--- src/rtl/ikari_linebuf_sched.sv ---
// rtl/ikari_linebuf_sched.sv - ping-pong sprite line-buffer sequencer (strip write, clear-after-read readout)
//
// Ports:
//   clk, rst            system clock, asynchronous active-high reset
//   cen                 pixel clock enable (never high on two consecutive clks)
//   line_start          line latch pulse: swaps banks, aborts strip, loads read start
//   hstart_x, inv_n     read start address and direction (1 = up, 0 = down)
//   req_valid/ready/x   strip command handshake and start write address
//   px_data, px_pop     strip pixel input and its consume strobe
//   b0_*, b1_*          the two line RAMs: address, write enable, write data, read data
//   wr_bank             bank currently written; the other bank is displayed
//   pix_out, pix_valid  line-buffer pixel stream toward the video mixer

module ikari_linebuf_sched #(
    parameter int AW        = 9,
    parameter int DW        = 8,
    parameter int STRIP_LEN = 16
) (
    input  logic          clk,
    input  logic          rst,
    input  logic          cen,
    input  logic          line_start,
    input  logic [AW-1:0] hstart_x,
    input  logic          inv_n,
    input  logic          req_valid,
    output logic          req_ready,
    input  logic [AW-1:0] req_x,
    input  logic [DW-1:0] px_data,
    output logic          px_pop,
    output logic [AW-1:0] b0_addr,
    output logic [AW-1:0] b1_addr,
    output logic          b0_we,
    output logic          b1_we,
    output logic [DW-1:0] b0_din,
    output logic [DW-1:0] b1_din,
    input  logic [DW-1:0] b0_q,
    input  logic [DW-1:0] b1_q,
    output logic          wr_bank,
    output logic [DW-1:0] pix_out,
    output logic          pix_valid
);

    localparam int CW = $clog2(STRIP_LEN + 1);

    typedef enum logic {
        IDLE  = 1'b0,
        WRITE = 1'b1
    } state_t;

    state_t        state;
    state_t        state_nx;
    logic [AW-1:0] wr_addr;
    logic [AW-1:0] wr_addr_nx;
    logic [CW-1:0] cnt;
    logic [CW-1:0] cnt_nx;

    logic [AW-1:0] rd_addr;
    logic [AW-1:0] rd_addr_q;
    logic          clr_pend;
    logic          rd_cen;

    // Write-bank and display-bank operations before they are steered to b0/b1.
    logic [AW-1:0] wb_addr;
    logic          wb_we;
    logic [DW-1:0] wb_din;
    logic [AW-1:0] db_addr;
    logic          db_we;
    logic [DW-1:0] db_din;
    logic [DW-1:0] db_q;

    // ------------------------------------------------------------------
    // Strip write FSM
    // ------------------------------------------------------------------
    always_ff @(posedge clk or posedge rst) begin
        if (rst) begin
            state   <= IDLE;
            wr_addr <= '0;
            cnt     <= '0;
        end else begin
            state   <= state_nx;
            wr_addr <= wr_addr_nx;
            cnt     <= cnt_nx;
        end
    end

    // line_start overrides everything: the strip in flight is dropped and no
    // command is taken on the latch clk, so the new line starts clean.
    always_comb begin
        state_nx   = state;
        wr_addr_nx = wr_addr;
        cnt_nx     = cnt;
        req_ready  = 1'b0;
        px_pop     = 1'b0;
        if (line_start) begin
            state_nx = IDLE;
        end else begin
            case (state)
                IDLE: begin
                    req_ready = 1'b1;
                    if (req_valid) begin
                        state_nx   = WRITE;
                        wr_addr_nx = req_x;
                        cnt_nx     = '0;
                    end
                end
                WRITE: begin
                    if (cen) begin
                        px_pop     = 1'b1;
                        wr_addr_nx = wr_addr + 1'b1;
                        cnt_nx     = cnt + 1'b1;
                        if (cnt == CW'(STRIP_LEN - 1)) begin
                            state_nx = IDLE;
                        end
                    end
                end
                default: state_nx = IDLE;
            endcase
        end
    end

    // Pixels whose low three bits are all ones are transparent and leave the
    // line buffer untouched. Write data is held at zero when nothing is popped.
    assign wb_addr = wr_addr;
    assign wb_we   = px_pop & (px_data[2:0] != 3'b111);
    assign wb_din  = px_pop ? px_data : '0;

    // ------------------------------------------------------------------
    // Display readout with clear-after-read
    // ------------------------------------------------------------------
    assign rd_cen = cen & ~line_start;
    assign db_q   = wr_bank ? b0_q : b1_q;

    // Because cen is never high on back-to-back clks, the clear clk that
    // follows a read never collides with the next read, so one RAM port per
    // bank is enough for read and clear.
    always_ff @(posedge clk or posedge rst) begin
        if (rst) begin
            wr_bank   <= 1'b0;
            rd_addr   <= '0;
            rd_addr_q <= '0;
            clr_pend  <= 1'b0;
            pix_out   <= {DW{1'b1}};
            pix_valid <= 1'b0;
        end else begin
            clr_pend  <= rd_cen;
            pix_valid <= clr_pend;
            if (clr_pend) begin
                pix_out <= db_q;
            end
            if (line_start) begin
                wr_bank <= ~wr_bank;
                rd_addr <= hstart_x;
            end else if (cen) begin
                rd_addr_q <= rd_addr;
                rd_addr   <= inv_n ? rd_addr + 1'b1 : rd_addr - 1'b1;
            end
        end
    end

    assign db_addr = clr_pend ? rd_addr_q : rd_addr;
    assign db_we   = clr_pend;
    assign db_din  = clr_pend ? {DW{1'b1}} : '0;

    // ------------------------------------------------------------------
    // Bank steering
    // ------------------------------------------------------------------
    always_comb begin
        b0_addr = wb_addr;
        b0_we   = wb_we;
        b0_din  = wb_din;
        b1_addr = db_addr;
        b1_we   = db_we;
        b1_din  = db_din;
        if (wr_bank) begin
            b0_addr = db_addr;
            b0_we   = db_we;
            b0_din  = db_din;
            b1_addr = wb_addr;
            b1_we   = wb_we;
            b1_din  = wb_din;
        end
    end

endmodule

--- config.mk ---
export PLATFORM = sky130hd
export DESIGN_NAME = ikari_linebuf_sched
export DESIGN_NICKNAME = d
export VERILOG_FILES = /design/src/rtl/ikari_linebuf_sched.sv
export SDC_FILE = /design/constraint.sdc
export NUM_CORES = 1
export LEC_CHECK = 0
export CAP_MARGIN = 20
export CORE_MARGIN = 3
export CORE_UTILIZATION = 35
export DETAILED_ROUTE_END_ITERATION = 7
export DONT_BUFFER_PORTS = 1
export GPL_TIMING_DRIVEN = 0
export PLACE_DENSITY_LB_ADDON = 0.08
export SETUP_SLACK_MARGIN = 0.1
export SYNTH_ARGS = -nofsm -noshare
export SYNTH_HDL_FRONTEND = slang
export SYNTH_SLANG_ARGS = --single-unit
--- constraint.sdc ---
create_clock -name clk -period 1.85 [get_ports clk]
set_clock_uncertainty 0.2 [all_clocks]
set_input_delay 0.37 -clock clk [delete_from_list [all_inputs] [get_ports clk]]
set_output_delay 0.37 -clock clk [all_outputs]
set_load 0.03 [all_outputs]
# [Yosys cells after proc, flatten, opt, wreduce, memory -nomap -nowiden]
# Cells that the tools add are included.
[totals] reg_bits=44 input_bits=48
[classes] addsub=4 eq_ne=4 muxes=29 n_bitwise=5 reduce_logical=3
[op_table] cell="$mux W9" n=8
[op_table] cell="$mux W8" n=5
[op_table] cell="$add A9 B1 Y9 const B" n=2
[op_table] cell="$pmux W9 S2" n=1
[op_table] cell="$mux W1" n=11
[op_table] cell="$mux W5" n=2
[op_table] cell="$pmux W5 S2" n=1
[op_table] cell="$sub A9 B1 Y9 const B" n=1
[op_table] cell="$add A5 B1 Y5 const B" n=1
[op_table] cell="$eq A5 B4 Y1 const B" n=1
[op_table] cell="$ne A2 B2 Y1 const B" n=2
[op_table] cell="$ne A3 B3 Y1 const B" n=1
[op_table] cell="$not A1 Y1" n=3
[op_table] cell="$reduce_and A3 Y1" n=1
[op_table] cell="$and A1 B1 Y1" n=2
[op_table] cell="$pmux W1 S2" n=1
[op_table] cell="$reduce_and A2 Y1" n=1
[op_table] cell="$reduce_bool A2 Y1" n=1

# [Depth between registers and ports, before layout]
[depth] word_depth=5 mapped_depth=7 ltp_nobuf=7

# [Least setup slack after synthesis]
# Ideal clock, no wire load.
[synth_path] path_kind="input to output" startpoint="input cen" endpoint="output b0_din[3]" t_arrival_ns=1.746 t_required_ns=1.280 setup_slack_ns=-0.466 stages=6 n_path_buf=1 cell_sequence="nor2b_1 -> nand2_1 -> clkinv_1 -> buf_2 -> nand2_1 -> o21ai_0"
[synth_between] elab_chain_cells=5
[synth_lines] item="start: declaration" line_no="21" source="input logic cen,"
[synth_lines] item="$mux W1" line_no="107" source="if (cen) begin"
[synth_lines] item="$mux W1" line_no="97" source="case (state)"
[synth_lines] item="$mux W1" line_no="94" source="if (line_start) begin"
[synth_lines] item="named net px_pop" line_no="29" source="output logic px_pop,"
[synth_lines] item="$mux W8" line_no="125" source="assign wb_din = px_pop ? px_data : '0;"
[synth_lines] item="$mux W8" line_no="174" source="if (wr_bank) begin"
[synth_lines] item="end: declaration" line_no="34" source="output logic [DW-1:0] b0_din,"
# The timed path passes the listed nets, and every way through them passes these cells.

# [Final worst setup path]
[layout_path] startpoint="register clr_pend" endpoint="output b1_addr[7]"
[layout_between] elab_chain_cells=2
[layout_lines] item="start: declaration" line_no="59" source="logic clr_pend;"
[layout_lines] item="start signal: assignment" line_no="145" source="clr_pend <= rd_cen;"
[layout_lines] item="$mux W9" line_no="160" source="assign db_addr = clr_pend ? rd_addr_q : rd_addr;"
[layout_lines] item="$mux W9" line_no="174"
[layout_lines] item="end: declaration" line_no="31" source="output logic [AW-1:0] b1_addr,"
# No other way between the ends.

==> results.txt <==
IO Count -> 96
ANT cells -> 0
Post-Syn Nets -> 373
startpoint types -> register
Slew headroom -> 0.5976
DP Worst Slack -> -0.4332 ns
Vias per Instance -> 5.609
die height -> 97.33 um
synth warn -> 0
endpoints failing hold -> 0
drt first pass iters -> 4
worst-margin pin slew -> 0.6036 ns
Die ar. -> 9472 um2
clock root buffer -> clkbuf_8
CP max stage delay -> 0.41 ns
CTS H-tree lvls -> 2
post-synthesis sequential area ratio -> 0.3806
r2r startpoint -> rd_addr[2]
synth unique cells -> 49
Post-synth EDFFs -> 0
worst vdd ir -> 0.0008085 V
Mapped Avg Cell Area -> 9.296 um2
RSZ-0062 raised after global routing -> yes
Final Worst Setup Slack -> -0.3313 ns
CTS tree -> built
largest net degree at the start of global routing -> 40
first-pass GRT wire length -> 14,270 um
P_int -> 3.394 mW
Max FO, Critical Path -> 5
Setup CP Type -> reg -> out
Num CTS Buffers -> 5
area delta synth->final -> 50.02%
Levels on crit path -> 4
Critical Path End -> b1_addr[7]
worst r2r path cells -> 6
GRT Overall Usage -> 0.1852
final core utilization -> 0.5524
Core Footprint -> 7928 um2
Post-Route WL -> 9046 um
FF+latch count, synth -> 44
most numerous cell in the Yosys netlist -> nand2_1
ANT nets after route -> 0
Synth Flop Type -> dfrtp_1
reg-to-reg critical path endpoint -> rd_addr[8]
initial DRC count -> 107
drc violations -> 0
CP max stage cell -> dfrtp_1
crit path launch -> clr_pend
asr flop ratio synth -> 1.000
min Tclk post-route -> 2.181 ns
Slew Limit Fails -> 0
most frequent cells after synthesis -> 40 x nand2_1, 36 x dfrtp_1, 36 x mux2_2
failing checks -> negative setup slack
Net Sw Power -> 2.394 mW
port buffer count -> 0
CP most frequent cell -> mux2_4
CP Capture Type -> primary output
total grt overflow -> 0
crit share post-route -> 1.179
CP delay by family, top -> multiplexers
critical path arrival -> 1.61 ns
Final Wtd Congestion -> 0.7578
Req. time, crit path -> 1.28 ns
Mapped Area -> 2919 um2
leading post-synthesis cells by cell area -> dfrtp_1 31%, mux2_2 14%, dfstp_2 7.2%
wire per inst -> 19.21 um
clock network fraction of total power -> 0.154
combinational share of power -> 0.577
fmax -> 458.4 MHz
R2R Setup Slk -> -0.24 ns
CP Cell Sequence -> buf_6 > buf_8 > mux2_4 > mux2_4
hold path depth -> 2
Max-Cap Viols -> 0
standard-cell rows -> 32
Final Setup Violations -> 40
vias in the first global route -> 2,675
P per Cell Area -> 1322 nW/um2
fin nets -> 427
via count -> 2,642
maximum clock path buffer count -> 2
initial antenna violation count -> 0
layout cells sized above 1 -> 0.4797
total clock sinks -> 44
leakage -> 1.854 nW
TNS Setup -> -8.080 ns
Tot Pwr -> 5.787 mW
sw frac -> 0.4136
Synth Instances -> 314
clock latency on the worst-skew pair -> 0.31 ns
hpwl dp -> 5725 um
die width -> 97.33 um
part of the power in registers -> 0.269
hold crit path type -> in -> reg
Yosys top cell area share -> 0.3086
clk slew on worst S/H paths -> 0.10 ns
outcome -> finished, violations left
CP Buf/Inv Count -> 2
Initial Utilization -> 0.3682
area leader, netlist -> dfrtp_1
worst reg2reg max path: stages (launching register included):
cell	delay, ns
dfrtp_2	0.45
ha_4	0.33
a211oi_4	0.08
o21ai_2	0.20
a31oi_2	0.13
a221o_1	0.31
a211o_1	0.26
stage by stage:
step / cell area (um2) / hold slack (ns) / cells
2_1_floorplan: 3149 / 0.1745 / 314
3_3_place_gp: 3277 / 0.1801 / 416
3_5_place_dp: 3297 / -0.03947 / 417
4_1_cts: 4149 / 0.009271 / 456
5_1_grt: 4379 / 0.01159 / 471
6_report: 4379 / 0.009573 / 471
flip-flops by register name, summed over array words and instances (netlist names):
name and cells:
clr_pend 1, cnt 5, pix_out 8, pix_valid 1, rd_addr 9, rd_addr_q 9, state 1, wb_addr 9
wr_bank 1
power by group through the flow:
stage / Combinational, mW / Sequential (mW) / Clock, mW
finish: 3.34 / 1.56 / 0.890
global route: 3.55 / 1.59 / 0.945
CTS: 2.96 / 1.55 / 0.910
detailed placement: 2.27 / 1.54 / 0
global placement: 2.25 / 1.54 / 0
floorplan: 1.99 / 1.48 / 0
final cells by class:
cell class	instances	area [um2]
repair buffers	48	515.5
inverters	6	31.28
flip-flops and latches	44	1120
plain buffers	18	214.0
well taps	102	127.6
multi-input cells	245	2238
fillers	705	3548
clock buffers	6	72.57
clock inverters	2	60.06
worst min-delay path by stage:
stage                     start    endpoint  slack [ns]
floorplan              clr_pend   pix_valid        0.17
CTS                 hstart_x[5]  rd_addr[5]       0.009
global placement       clr_pend   pix_valid        0.18
global route        hstart_x[5]  rd_addr[5]        0.01
detailed placement          rst  wb_addr[6]       -0.04
finish              hstart_x[5]  rd_addr[5]        0.01
repair_timing:
item | in CTS | in global routing
cloned | 5 | 5
setup endpoints to repair | 53 | 57
pin swaps | 31 | 19
hold buffers | 7 | 0
buffers inserted | 20 | 15
hold endpoints to repair | 42 | 0
gates resized for setup | 87 | 35
routing by layer:
metal | GRT usage | up-vias | routed length, um
li1 | - | 1252 | -
met1 | 0.2306 | 1297 | 3729
met2 | 0.3126 | 81 | 4509
met3 | 0.05958 | 12 | 659
met4 | 0.04366 | 0 | 147
met5 | 0 | - | 0
logic make-up (layout without fill, tap and decap cells):
| logic type | Yosys count | after routing | synth area share |
|---|---|---|---|
| simple gates | 91 | 92 | 0.1474 |
| compound gates | 86 | 87 | 0.1796 |
| mux | 49 | 49 | 0.1835 |
| flops | 44 | 44 | 0.3806 |
| buf+inv | 27 | 80 | 0.04115 |
| fa+ha+maj | 11 | 11 | 0.04972 |
| xor+xnor | 6 | 6 | 0.01800 |
layout by cell type, fill, tap and decap left out, drive strengths merged, types with 7 or more instances in the layout:
cell / Yosys / final
buf: 16 / 51
nand2: 40 / 41
dfrtp: 36 / 36
mux2: 36 / 36
a21oi: 31 / 32
o21ai: 29 / 29
nor2: 15 / 15
clkbuf: 5 / 14
mux2i: 13 / 13
nand3: 11 / 11
ha: 10 / 10
a31o: 9 / 9
dfstp: 8 / 8
dlygate4sd3: 0 / 7
No activity file was read; power rests on OpenSTA's default activity.
